<file path="src/rtl/servile_arbiter_n_pkg.sv">
// Shared state encoding, arbitration mode names and counter sizing for the
// servile N-master Wishbone arbiter.
package servile_arb_pkg;

  typedef enum logic {
    IDLE = 1'b0,
    BUSY = 1'b1
  } arb_state_t;

  localparam string MODE_RR    = "RR";
  localparam string MODE_FIXED = "FIXED";

  // Kept at least 1 bit wide so the register declaration stays legal when TIMEOUT=0.
  function automatic int cnt_width(input int timeout);
    return (timeout < 1) ? 1 : $clog2(timeout + 1);
  endfunction

endpackage

</file>
<file path="src/rtl/servile_arbiter_n_if.sv">
// Bundle of the N initiator ports, the shared target port, the grant vector
// and FSM debug taps of the servile arbiter.
interface servile_arbiter_n_if #(
  parameter int NUM_MASTERS = 2,
  parameter int AW          = 32,
  parameter int DW          = 32
);
  import servile_arb_pkg::*;

  localparam int SW = DW / 8;
  localparam int PW = $clog2(NUM_MASTERS);

  // Handshake: a master raises stb (cyc+stb) and holds it with stable fields until
  // it sees its ack or err; the target acks one cycle per request, and ack/err on
  // a master port are only meaningful while that master is asserting stb.
  logic [NUM_MASTERS*AW-1:0] i_wb_m_adr;
  logic [NUM_MASTERS*DW-1:0] i_wb_m_dat;
  logic [NUM_MASTERS*SW-1:0] i_wb_m_sel;
  logic [NUM_MASTERS-1:0]    i_wb_m_we;
  logic [NUM_MASTERS-1:0]    i_wb_m_stb;
  logic [DW-1:0]             o_wb_m_rdt;
  logic [NUM_MASTERS-1:0]    o_wb_m_ack;
  logic [NUM_MASTERS-1:0]    o_wb_m_err;

  logic [AW-1:0]             o_wb_s_adr;
  logic [DW-1:0]             o_wb_s_dat;
  logic [SW-1:0]             o_wb_s_sel;
  logic                      o_wb_s_we;
  logic                      o_wb_s_stb;
  logic [DW-1:0]             i_wb_s_rdt;
  logic                      i_wb_s_ack;

  logic [NUM_MASTERS-1:0]    o_grant;
  arb_state_t                dbg_state;
  logic [PW-1:0]             dbg_ptr;

  modport slave (
    input  i_wb_m_adr, i_wb_m_dat, i_wb_m_sel, i_wb_m_we, i_wb_m_stb,
    input  i_wb_s_rdt, i_wb_s_ack,
    output o_wb_m_rdt, o_wb_m_ack, o_wb_m_err,
    output o_wb_s_adr, o_wb_s_dat, o_wb_s_sel, o_wb_s_we, o_wb_s_stb,
    output o_grant, dbg_state, dbg_ptr
  );

  modport master (
    output i_wb_m_adr, i_wb_m_dat, i_wb_m_sel, i_wb_m_we, i_wb_m_stb,
    output i_wb_s_rdt, i_wb_s_ack,
    input  o_wb_m_rdt, o_wb_m_ack, o_wb_m_err,
    input  o_wb_s_adr, o_wb_s_dat, o_wb_s_sel, o_wb_s_we, o_wb_s_stb,
    input  o_grant, dbg_state, dbg_ptr
  );

endinterface

</file>
<file path="src/rtl/servile_arbiter_n_rr_pick.sv">
// Rotating-priority encoder: returns the one-hot first requester found when
// searching upward from ptr, wrapping modulo N.
module servile_rr_pick #(
  parameter int N = 2
) (
  input  logic [N-1:0]         req,
  input  logic [$clog2(N)-1:0] ptr,
  output logic [N-1:0]         win
);
  localparam int PW = $clog2(N);

  int idx;

  // Walk offsets from far to near so the nearest requester overwrites the rest.
  always_comb begin
    win = '0;
    idx = 0;
    for (int k = N - 1; k >= 0; k--) begin
      idx = int'(ptr) + k;
      if (idx >= N) idx = idx - N;
      if (req[PW'(idx)]) begin
        win          = '0;
        win[PW'(idx)] = 1'b1;
      end
    end
  end

endmodule

</file>
<file path="src/rtl/servile_arbiter_n.sv">
// N-master classic Wishbone arbiter: fixed-priority or round-robin ownership,
// held until ack, abort on stb drop, bounded timeout returning a one-cycle err.
module servile_arbiter_n
  import servile_arb_pkg::*;
#(
  parameter int    NUM_MASTERS = 2,
  parameter int    AW          = 32,
  parameter int    DW          = 32,
  parameter string MODE        = MODE_RR,
  parameter int    TIMEOUT     = 255
) (
  input logic                i_clk,
  input logic                i_rst,
  servile_arbiter_n_if.slave bus
);
  localparam int SW    = DW / 8;
  localparam int PW    = $clog2(NUM_MASTERS);
  localparam int CW    = cnt_width(TIMEOUT);
  localparam bit IS_RR = (MODE == MODE_RR);

  arb_state_t             state, state_nxt;
  logic [NUM_MASTERS-1:0] grant, grant_nxt;
  logic [NUM_MASTERS-1:0] err, err_nxt;
  logic [NUM_MASTERS-1:0] win;
  logic [PW-1:0]          ptr, ptr_nxt, pick_ptr, owner, owner_inc;
  logic [CW-1:0]          cnt, cnt_nxt, cnt_inc;
  logic                   owner_stb;
  logic                   timeout_hit;

  // Fixed priority is the rotating encoder with the search always starting at 0.
  assign pick_ptr = IS_RR ? ptr : '0;

  servile_rr_pick #(.N(NUM_MASTERS)) u_pick (
    .req (bus.i_wb_m_stb),
    .ptr (pick_ptr),
    .win (win)
  );

  always_comb begin
    owner = '0;
    for (int i = 0; i < NUM_MASTERS; i++) begin
      if (grant[i]) owner = PW'(i);
    end
  end

  assign owner_inc = (owner == PW'(NUM_MASTERS - 1)) ? '0 : owner + 1'b1;
  // grant is zero outside BUSY, so this is also the BUSY qualifier.
  assign owner_stb = |(grant & bus.i_wb_m_stb);

  if (TIMEOUT > 0) begin : g_timeout
    assign cnt_inc     = (cnt == CW'(TIMEOUT)) ? cnt : cnt + 1'b1;
    assign timeout_hit = owner_stb && !bus.i_wb_s_ack && (cnt_inc == CW'(TIMEOUT));
  end else begin : g_no_timeout
    assign cnt_inc     = '0;
    assign timeout_hit = 1'b0;
  end

  always_ff @(posedge i_clk or posedge i_rst) begin
    if (i_rst) begin
      state <= IDLE;
      grant <= '0;
      ptr   <= '0;
      cnt   <= '0;
      err   <= '0;
    end else begin
      state <= state_nxt;
      grant <= grant_nxt;
      ptr   <= ptr_nxt;
      cnt   <= cnt_nxt;
      err   <= err_nxt;
    end
  end

  // Exit priority in BUSY: ack, then abort (owner dropped stb), then timeout.
  always_comb begin
    state_nxt = state;
    grant_nxt = grant;
    ptr_nxt   = ptr;
    cnt_nxt   = cnt;
    err_nxt   = '0;
    case (state)
      IDLE: begin
        if (|bus.i_wb_m_stb) begin
          state_nxt = BUSY;
          grant_nxt = win;
          cnt_nxt   = '0;
        end
      end
      BUSY: begin
        cnt_nxt = cnt_inc;
        if (bus.i_wb_s_ack || !owner_stb || timeout_hit) begin
          state_nxt = IDLE;
          grant_nxt = '0;
          cnt_nxt   = '0;
          if (IS_RR) ptr_nxt = owner_inc;
          if (timeout_hit) err_nxt = grant;
        end
      end
      default: begin
        state_nxt = IDLE;
        grant_nxt = '0;
      end
    endcase
  end

  always_comb begin
    bus.o_wb_s_adr = '0;
    bus.o_wb_s_dat = '0;
    bus.o_wb_s_sel = '0;
    bus.o_wb_s_we  = 1'b0;
    for (int i = 0; i < NUM_MASTERS; i++) begin
      if (grant[i]) begin
        bus.o_wb_s_adr = bus.i_wb_m_adr[i*AW +: AW];
        bus.o_wb_s_dat = bus.i_wb_m_dat[i*DW +: DW];
        bus.o_wb_s_sel = bus.i_wb_m_sel[i*SW +: SW];
        bus.o_wb_s_we  = bus.i_wb_m_we[i];
      end
    end
  end

  assign bus.o_wb_s_stb = owner_stb;
  assign bus.o_wb_m_ack = grant & {NUM_MASTERS{bus.i_wb_s_ack}};
  assign bus.o_wb_m_err = err;
  assign bus.o_wb_m_rdt = bus.i_wb_s_rdt;
  assign bus.o_grant    = grant;
  assign bus.dbg_state  = state;
  assign bus.dbg_ptr    = ptr;

endmodule
</file>
<file path="src/flat_wrapper.sv">
// flat-port wrapper written by rule: the top's interface ports become plain ports
module servile_arbiter_n_flat import servile_arb_pkg::*;
#(
  parameter int    NUM_MASTERS = 2,
  parameter int    AW          = 32,
  parameter int    DW          = 32,
  parameter string MODE        = MODE_RR,
  parameter int    TIMEOUT     = 255
)
  (i_clk, i_rst, bus_i_wb_m_adr, bus_i_wb_m_dat, bus_i_wb_m_sel, bus_i_wb_m_we, bus_i_wb_m_stb, bus_i_wb_s_rdt, bus_i_wb_s_ack, bus_o_wb_m_rdt, bus_o_wb_m_ack, bus_o_wb_m_err, bus_o_wb_s_adr, bus_o_wb_s_dat, bus_o_wb_s_sel, bus_o_wb_s_we, bus_o_wb_s_stb, bus_o_grant, bus_dbg_state, bus_dbg_ptr);
  servile_arbiter_n_if #(.NUM_MASTERS(NUM_MASTERS), .AW(AW), .DW(DW)) bus_i ();
  input logic i_clk;
  input logic i_rst;
  input wire logic [$bits(bus_i.i_wb_m_adr)-1:0] bus_i_wb_m_adr;
  input wire logic [$bits(bus_i.i_wb_m_dat)-1:0] bus_i_wb_m_dat;
  input wire logic [$bits(bus_i.i_wb_m_sel)-1:0] bus_i_wb_m_sel;
  input wire logic [$bits(bus_i.i_wb_m_we)-1:0] bus_i_wb_m_we;
  input wire logic [$bits(bus_i.i_wb_m_stb)-1:0] bus_i_wb_m_stb;
  input wire logic [$bits(bus_i.i_wb_s_rdt)-1:0] bus_i_wb_s_rdt;
  input wire logic [$bits(bus_i.i_wb_s_ack)-1:0] bus_i_wb_s_ack;
  output wire logic [$bits(bus_i.o_wb_m_rdt)-1:0] bus_o_wb_m_rdt;
  output wire logic [$bits(bus_i.o_wb_m_ack)-1:0] bus_o_wb_m_ack;
  output wire logic [$bits(bus_i.o_wb_m_err)-1:0] bus_o_wb_m_err;
  output wire logic [$bits(bus_i.o_wb_s_adr)-1:0] bus_o_wb_s_adr;
  output wire logic [$bits(bus_i.o_wb_s_dat)-1:0] bus_o_wb_s_dat;
  output wire logic [$bits(bus_i.o_wb_s_sel)-1:0] bus_o_wb_s_sel;
  output wire logic [$bits(bus_i.o_wb_s_we)-1:0] bus_o_wb_s_we;
  output wire logic [$bits(bus_i.o_wb_s_stb)-1:0] bus_o_wb_s_stb;
  output wire logic [$bits(bus_i.o_grant)-1:0] bus_o_grant;
  output wire logic [$bits(bus_i.dbg_state)-1:0] bus_dbg_state;
  output wire logic [$bits(bus_i.dbg_ptr)-1:0] bus_dbg_ptr;
  assign bus_i.i_wb_m_adr = bus_i_wb_m_adr;
  assign bus_i.i_wb_m_dat = bus_i_wb_m_dat;
  assign bus_i.i_wb_m_sel = bus_i_wb_m_sel;
  assign bus_i.i_wb_m_we = bus_i_wb_m_we;
  assign bus_i.i_wb_m_stb = bus_i_wb_m_stb;
  assign bus_i.i_wb_s_rdt = bus_i_wb_s_rdt;
  assign bus_i.i_wb_s_ack = bus_i_wb_s_ack;
  assign bus_o_wb_m_rdt = bus_i.o_wb_m_rdt;
  assign bus_o_wb_m_ack = bus_i.o_wb_m_ack;
  assign bus_o_wb_m_err = bus_i.o_wb_m_err;
  assign bus_o_wb_s_adr = bus_i.o_wb_s_adr;
  assign bus_o_wb_s_dat = bus_i.o_wb_s_dat;
  assign bus_o_wb_s_sel = bus_i.o_wb_s_sel;
  assign bus_o_wb_s_we = bus_i.o_wb_s_we;
  assign bus_o_wb_s_stb = bus_i.o_wb_s_stb;
  assign bus_o_grant = bus_i.o_grant;
  assign bus_dbg_state = bus_i.dbg_state;
  assign bus_dbg_ptr = bus_i.dbg_ptr;
  servile_arbiter_n #(.NUM_MASTERS(NUM_MASTERS), .AW(AW), .DW(DW), .MODE(MODE), .TIMEOUT(TIMEOUT)) u_core (.i_clk(i_clk), .i_rst(i_rst), .bus(bus_i));
endmodule
</file>
<file path="config.mk">
export PLATFORM = sky130hd
export DESIGN_NAME = servile_arbiter_n_flat
export DESIGN_NICKNAME = d
export VERILOG_FILES = /design/src/rtl/servile_arbiter_n_pkg.sv /design/src/rtl/servile_arbiter_n_if.sv /design/src/rtl/servile_arbiter_n_rr_pick.sv /design/src/rtl/servile_arbiter_n.sv /design/src/flat_wrapper.sv
export SDC_FILE = /design/constraint.sdc
export NUM_CORES = 1
export LEC_CHECK = 0
export CAP_MARGIN = 20
export CORE_AREA = 2 2 110 112
export CTS_CLUSTER_DIAMETER = 60
export DETAILED_ROUTE_END_ITERATION = 12
export DIE_AREA = 0 0 112 114
export REMOVE_ABC_BUFFERS = 1
export SYNTH_ARGS = -nofsm -noshare
export SYNTH_HDL_FRONTEND = slang
export SYNTH_SLANG_ARGS = --single-unit
</file>
<file path="constraint.sdc">
create_clock -name i_clk -period 2 [get_ports i_clk]
set_clock_uncertainty 0.05 [all_clocks]
set_input_delay 0.3 -clock i_clk [delete_from_list [all_inputs] [get_ports i_clk]]
set_output_delay 0.3 -clock i_clk [all_outputs]
set_load 0.01 [all_outputs]
</file>
Word-level counts from Yosys, hierarchy flattened
Cells that the tools add are included.
W data, S select, Z words.
Cells by class
  $add $sub $neg: 5
  magnitude comparators: 6
  eq/ne operators: 4
  mux-type cells: 35
  bitwise operators: 3
  reduce and logical (&&, ||, !) cells: 12
Operators by type and width (number)
  $mux W32: 4
  $mux W8: 3
  $eq A8 B8 Y1 const B: 2
  $pmux W8 S2: 1
  $mux W1: 14
  $mux W2: 7
  $add A8 B1 Y8 const B: 1
  $mux W4: 2
  $lt A1 B3 Y1 const B: 2
  $and A2 B2 Y2: 2
  $logic_and A1 B1 Y1: 4
  $pmux W2 S2: 1
  $reduce_and A2 Y1: 2
  $reduce_or A2 Y1: 2
  $add A1 B1 Y2 const B: 1
  $demux W1 S1: 2
  $ge A1 B1 Y1 const B: 2
  $ge A1 B2 Y1 const B: 1
  $ge A2 B2 Y1 const B: 1
  $logic_not A1 Y1: 2
  $logic_or A1 B1 Y1: 2
  $ne A2 B1 Y1 const B: 1
  $ne A2 B2 Y1 const B: 1
  $pmux W1 S2: 1
  3 further kinds: 4
Word-level totals
  bits in registers: 14
  output and inout bits: 110
  word-level logic and storage cells: 70

Logic depth before layout (Yosys ltp)
  depth in word-level cells: 11
  gate-level depth with buffers: 8
  mapped depth without buffers: 6

By module
From an unflattened synthesis, not the netlist that was laid out.
Unflattened totals
  cell total of the unflattened synthesis: 227
  area total of the unflattened synthesis: 1859.3 um2
Modules (own cells, without submodules)
  servile_arbiter_n: instances 1, cells each 224, area an instance 1834.3 um2, seq. area each 350.3 um2
  servile_rr_pick: instances 1, cells each 3, area an instance 25.0 um2, seq. area each 0.0 um2

Worst setup path before layout
Ideal clock, no wire load.
  kind: reg2reg
  start: register u_core.cnt[0]
  end: register u_core.cnt[0]
  data arrival time: 1.784 ns
  data required time: 1.820 ns
  setup slack: 0.035 ns
  stages on the path, launching flop included: 9
  path buffers: 2
  clock period less this slack: 1.965 ns
  cell sequence: dfrtp_1 ha_1 buf_2 and3_1 a21oi_1 o2111ai_2 buf_8 o2111ai_2 nand3_1
Between the ends
  cells in the longest elaborated chain, start to end: 7
  elaborated cells between the ends (all ways): 8
  those cells by class: add/sub (1); eq/ne (2); mux (3); reduce/logical (2)
RTL lines
  from (decl): line servile_arbiter_n.sv:26  | logic [CW-1:0] cnt, cnt_nxt, cnt_inc;
  from (signal assigned): line servile_arbiter_n.sv:69  | cnt <= cnt_nxt;
  $add A8 B1 Y8 or $eq A8 B8 Y1 (tied branches): line servile_arbiter_n.sv:51  | assign cnt_inc = (cnt == CW'(TIMEOUT)) ? cnt : cnt + 1'b1;
  $mux W8 *: line servile_arbiter_n.sv:51
  $eq A8 B8 Y1: line servile_arbiter_n.sv:52  | assign timeout_hit = owner_stb && !bus.i_wb_s_ack && (cnt_inc == CW'(TIMEOUT));
  $logic_and A1 B1 Y1: line servile_arbiter_n.sv:52
  $logic_or A1 B1 Y1: line servile_arbiter_n.sv:91  | if (bus.i_wb_s_ack || !owner_stb || timeout_hit) begin
  $mux W8 *: line servile_arbiter_n.sv:91
  $pmux W8 S2 *: line servile_arbiter_n.sv:81  | case (state)
Every way passes the cells marked *; elsewhere a longest branch is shown, timed or not.
A chain may end at the register's enable or synchronous reset.

Worst setup path after layout
  start: input port bus_i_wb_m_stb[0]
  end: output port bus_o_wb_s_stb
Between the ends
  cells in the longest elaborated chain, start to end: 2
RTL lines
  from (decl): line flat_wrapper.sv:18  | input wire logic [$bits(bus_i.i_wb_m_stb)-1:0] bus_i_wb_m_stb;
  $and A2 B2 Y2: line servile_arbiter_n.sv:48  | assign owner_stb = |(grant & bus.i_wb_m_stb);
  $reduce_or A2 Y1: line servile_arbiter_n.sv:48
  to (decl): line flat_wrapper.sv:28  | output wire logic [$bits(bus_i.o_wb_s_stb)-1:0] bus_o_wb_s_stb;
No other way between the ends.

==> impl_metrics.ini <==
[outcome]
status = finished, final reports clean

[clock_network]
worstSkewPairLatency_ns = 0.25
cts_root_buffer = clkbuf_16
clk_path_buf_depth = 2
cts.sinks = 13
h-tree-depth = 1
clkTransAtPathRegs_ns = 0.05
cts_tree = done
numCtsBuffers = 3

[placement]
dp_hpwl_um = 11700
io_buffers = 149
place_ws_ns = 0.00819
place.gp.congestion = 0.953

[synth]
postSynthCellCount = 220
yosysMostFrequentCell = and2_1
synthDominantCellAreaShare = 0.276
synth_cell_types = 40
yosys-top-cells-area = and2_1, dfrtp_1, buf_4, a22oi_2, o211ai_2
yosys_warnings = 0
yosys.area.top_type = and2_1
synth_seq_cells = 13
synth_common_cells = and2_1, buf_4, dfrtp_1, o21ai_0, a21oi_1
synth_edf_count = 0
synthesis.area_mm2 = 0.00168
syn_avg_cell_area_um2 = 7.63
ys.flop_type = dfrtp_1
async_flop_share = 1.00
synth_seq_area_share = 0.194

[critical_path]
critPathSlowestCell = clkdlybuf4s50_1
crit_path_start_kind = primary input
crit_chain = clkdlybuf4s50_1 > and2_1 > clkdlybuf4s50_1
timing.rr.start = u_core.cnt[1]
crit_family = buffers and inverters
critPathBufInv = 2
worstPathArrival_ns = 1.63
max_stage_delay_ns = 0.58
critPathLaunch = bus_i_wb_m_stb[0]
crit_fanout = 3
path_class = primary input to output pin
crit_path_end_kind = output pin
crit_top_cell = clkdlybuf4s50_1
worstPathRequired_ns = 1.65

[global_route]
grt_pass1_wl_um = 18900
grt_max_degree = 32
grt_overflow = 0
antenna_found_initial = 2
first_global_vias = 2292
grt_use_total = 0.215

[sta]
fin_crit_sh = 0.989
report.final.slew_viol_count = 0
grt_setup_unrepaired = no
setup_ws_ns = 0.0221
min_period_ns = 1.98
hold_viol = 0
tns_ns = 0
finalSetupViolCount = 0
slew_headroom = 0.563
tightestPinTransition_ns = 0.655
max_clock_freq_ghz = 0.506

[power]
p_leak_nw = 1.81
power_density_mw_per_mm2 = 279
irDropWorstVdd_uv = 230

[floorplan]
die_w_um = 112
num_rows = 40
io_pins = 285
die_h_um = 114
die_area_mm2 = 0.0128
initial_core_util = 0.143
core_area_mm2 = 0.0117

[detailed_routing]
drt_iter0_markers = 88
drt_pass1_iterations = 4
ant_nets = 0
drc_errors = 0
wirelength_um = 13900
vias = 2162
avgRoutedWirePerCell_um = 28.4
via_per_inst = 4.42

[hold_path]
hold_path_class = primary input to async pin

[flow_run]
maxCapViolations = 0

[cells_and_area]
drive_above_1_share = 0.109
final_core_util = 0.282
fillers = 1289
final_nets = 518
areaGrowthSynthToFinish_pct = 96.4
-- routing by layer --
layer	GRT usage	wire, µm	up-vias
li1	-	-	937
met1	0.290	6270	1005
met2	0.283	5000	168
met3	0.104	1810	50
met4	0.105	788	2
met5	0	13	-
-- final timing paths --
| kind | endpoint | slack [ns] | cells after the start |
|---|---|---|---|
| max in group asynchronous | u_core.cnt[4] | 1.08 | 2 |
| worst min register to register | u_core.bus.dbg_ptr | 0.44 | 1 |
| worst min-delay path | u_core.bus.o_wb_m_err[1] | 0.39 | 2 |
| min in group i_clk | u_core.bus.dbg_ptr | 0.44 | 1 |
| worst max register to register | u_core.cnt[3] | 0.14 | 7 |
| worst max-delay path | bus_o_wb_s_stb | 0.02 | 3 |
-- where the power goes --
group | switching, mW | total, mW | internal [mW]
clock network | 0.127 | 0.397 | 0.270
registers | 0.0217 | 0.296 | 0.275
logic | 0.0753 | 0.227 | 0.151
total | 0.224 | 0.921 | 0.697
-- stage by stage --
stage	hold WS, ns	std cells	power [mW]	cell area [µm²]
after global placement	0.424	483	0.518	3200
after global routing	0.449	488	0.958	3300
after floorplan	0.127	172	0.322	1350
final	0.390	489	0.921	3300
after detailed placement	0.432	483	0.521	3200
after CTS	0.403	488	0.930	3240
-- registers in the layout (all words and copies together), names as in the netlist --
signal / count
u_core.bus.o_grant: 1
u_core.bus.o_wb_m_err: 2
u_core.bus.dbg_state: 1
u_core.cnt: 8
u_core.bus.dbg_ptr: 1
-- layout make-up --
class / count / area (µm²) / area share
antenna: 1 / 2.50 / 0.000759
clock buffer: 4 / 78.8 / 0.0239
inverter: 7 / 26.3 / 0.00797
multi-input combinational: 152 / 1000 / 0.304
sequential: 13 / 325 / 0.0986
tap: 147 / 184 / 0.0558
timing repair buffer: 165 / 1680 / 0.509
-- timing repair --
action,CTS,global route
setup buffers,1,0
gates resized for setup,38,25
setup endpoints to repair,59,31
hold buffers,0,0
cloned,0,0
-- logic make-up (layout without fill, tap and decap cells) --
group	count (synthesis)	after routing	synth area share
AND/OR/NAND/NOR	105	105	0.379
AO/OA/AOI/OAI	43	43	0.199
adder cells (fa/ha/maj)	1	1	0.00745
flip-flops	13	13	0.194
other	1	4	0.00223
buffers and inverters	57	176	0.219
-- layout by cell type, fill, tap and decap left out, drive strengths merged --
master | netlist | final
a21oi | 9 | 9
and3 | 2 | 2
a31oi | 2 | 2
o2111ai | 3 | 3
nor3b | 2 | 2
nand2b | 1 | 1
buf | 43 | 16
or3 | 1 | 1
nand3 | 4 | 4
a32oi | 1 | 1
and3b | 1 | 1
and4 | 1 | 1
a22oi | 5 | 5
dfrtp | 13 | 13
diode | 0 | 1
o31a | 1 | 1
ha | 1 | 1
clkbuf | 7 | 4
o211ai | 8 | 8
nor2 | 6 | 6
clkdlybuf4s50 | 0 | 92
a2111o | 1 | 1
a21o | 1 | 1
dlymetal6s2s | 0 | 20
nand4 | 3 | 3
and2 | 74 | 74
o21ai | 12 | 12
nand2 | 7 | 7
inv | 7 | 7
conb | 1 | 3
nor3 | 3 | 3
dlygate4sd2 | 0 | 37
No activity file was read; power rests on OpenSTA's default activity.
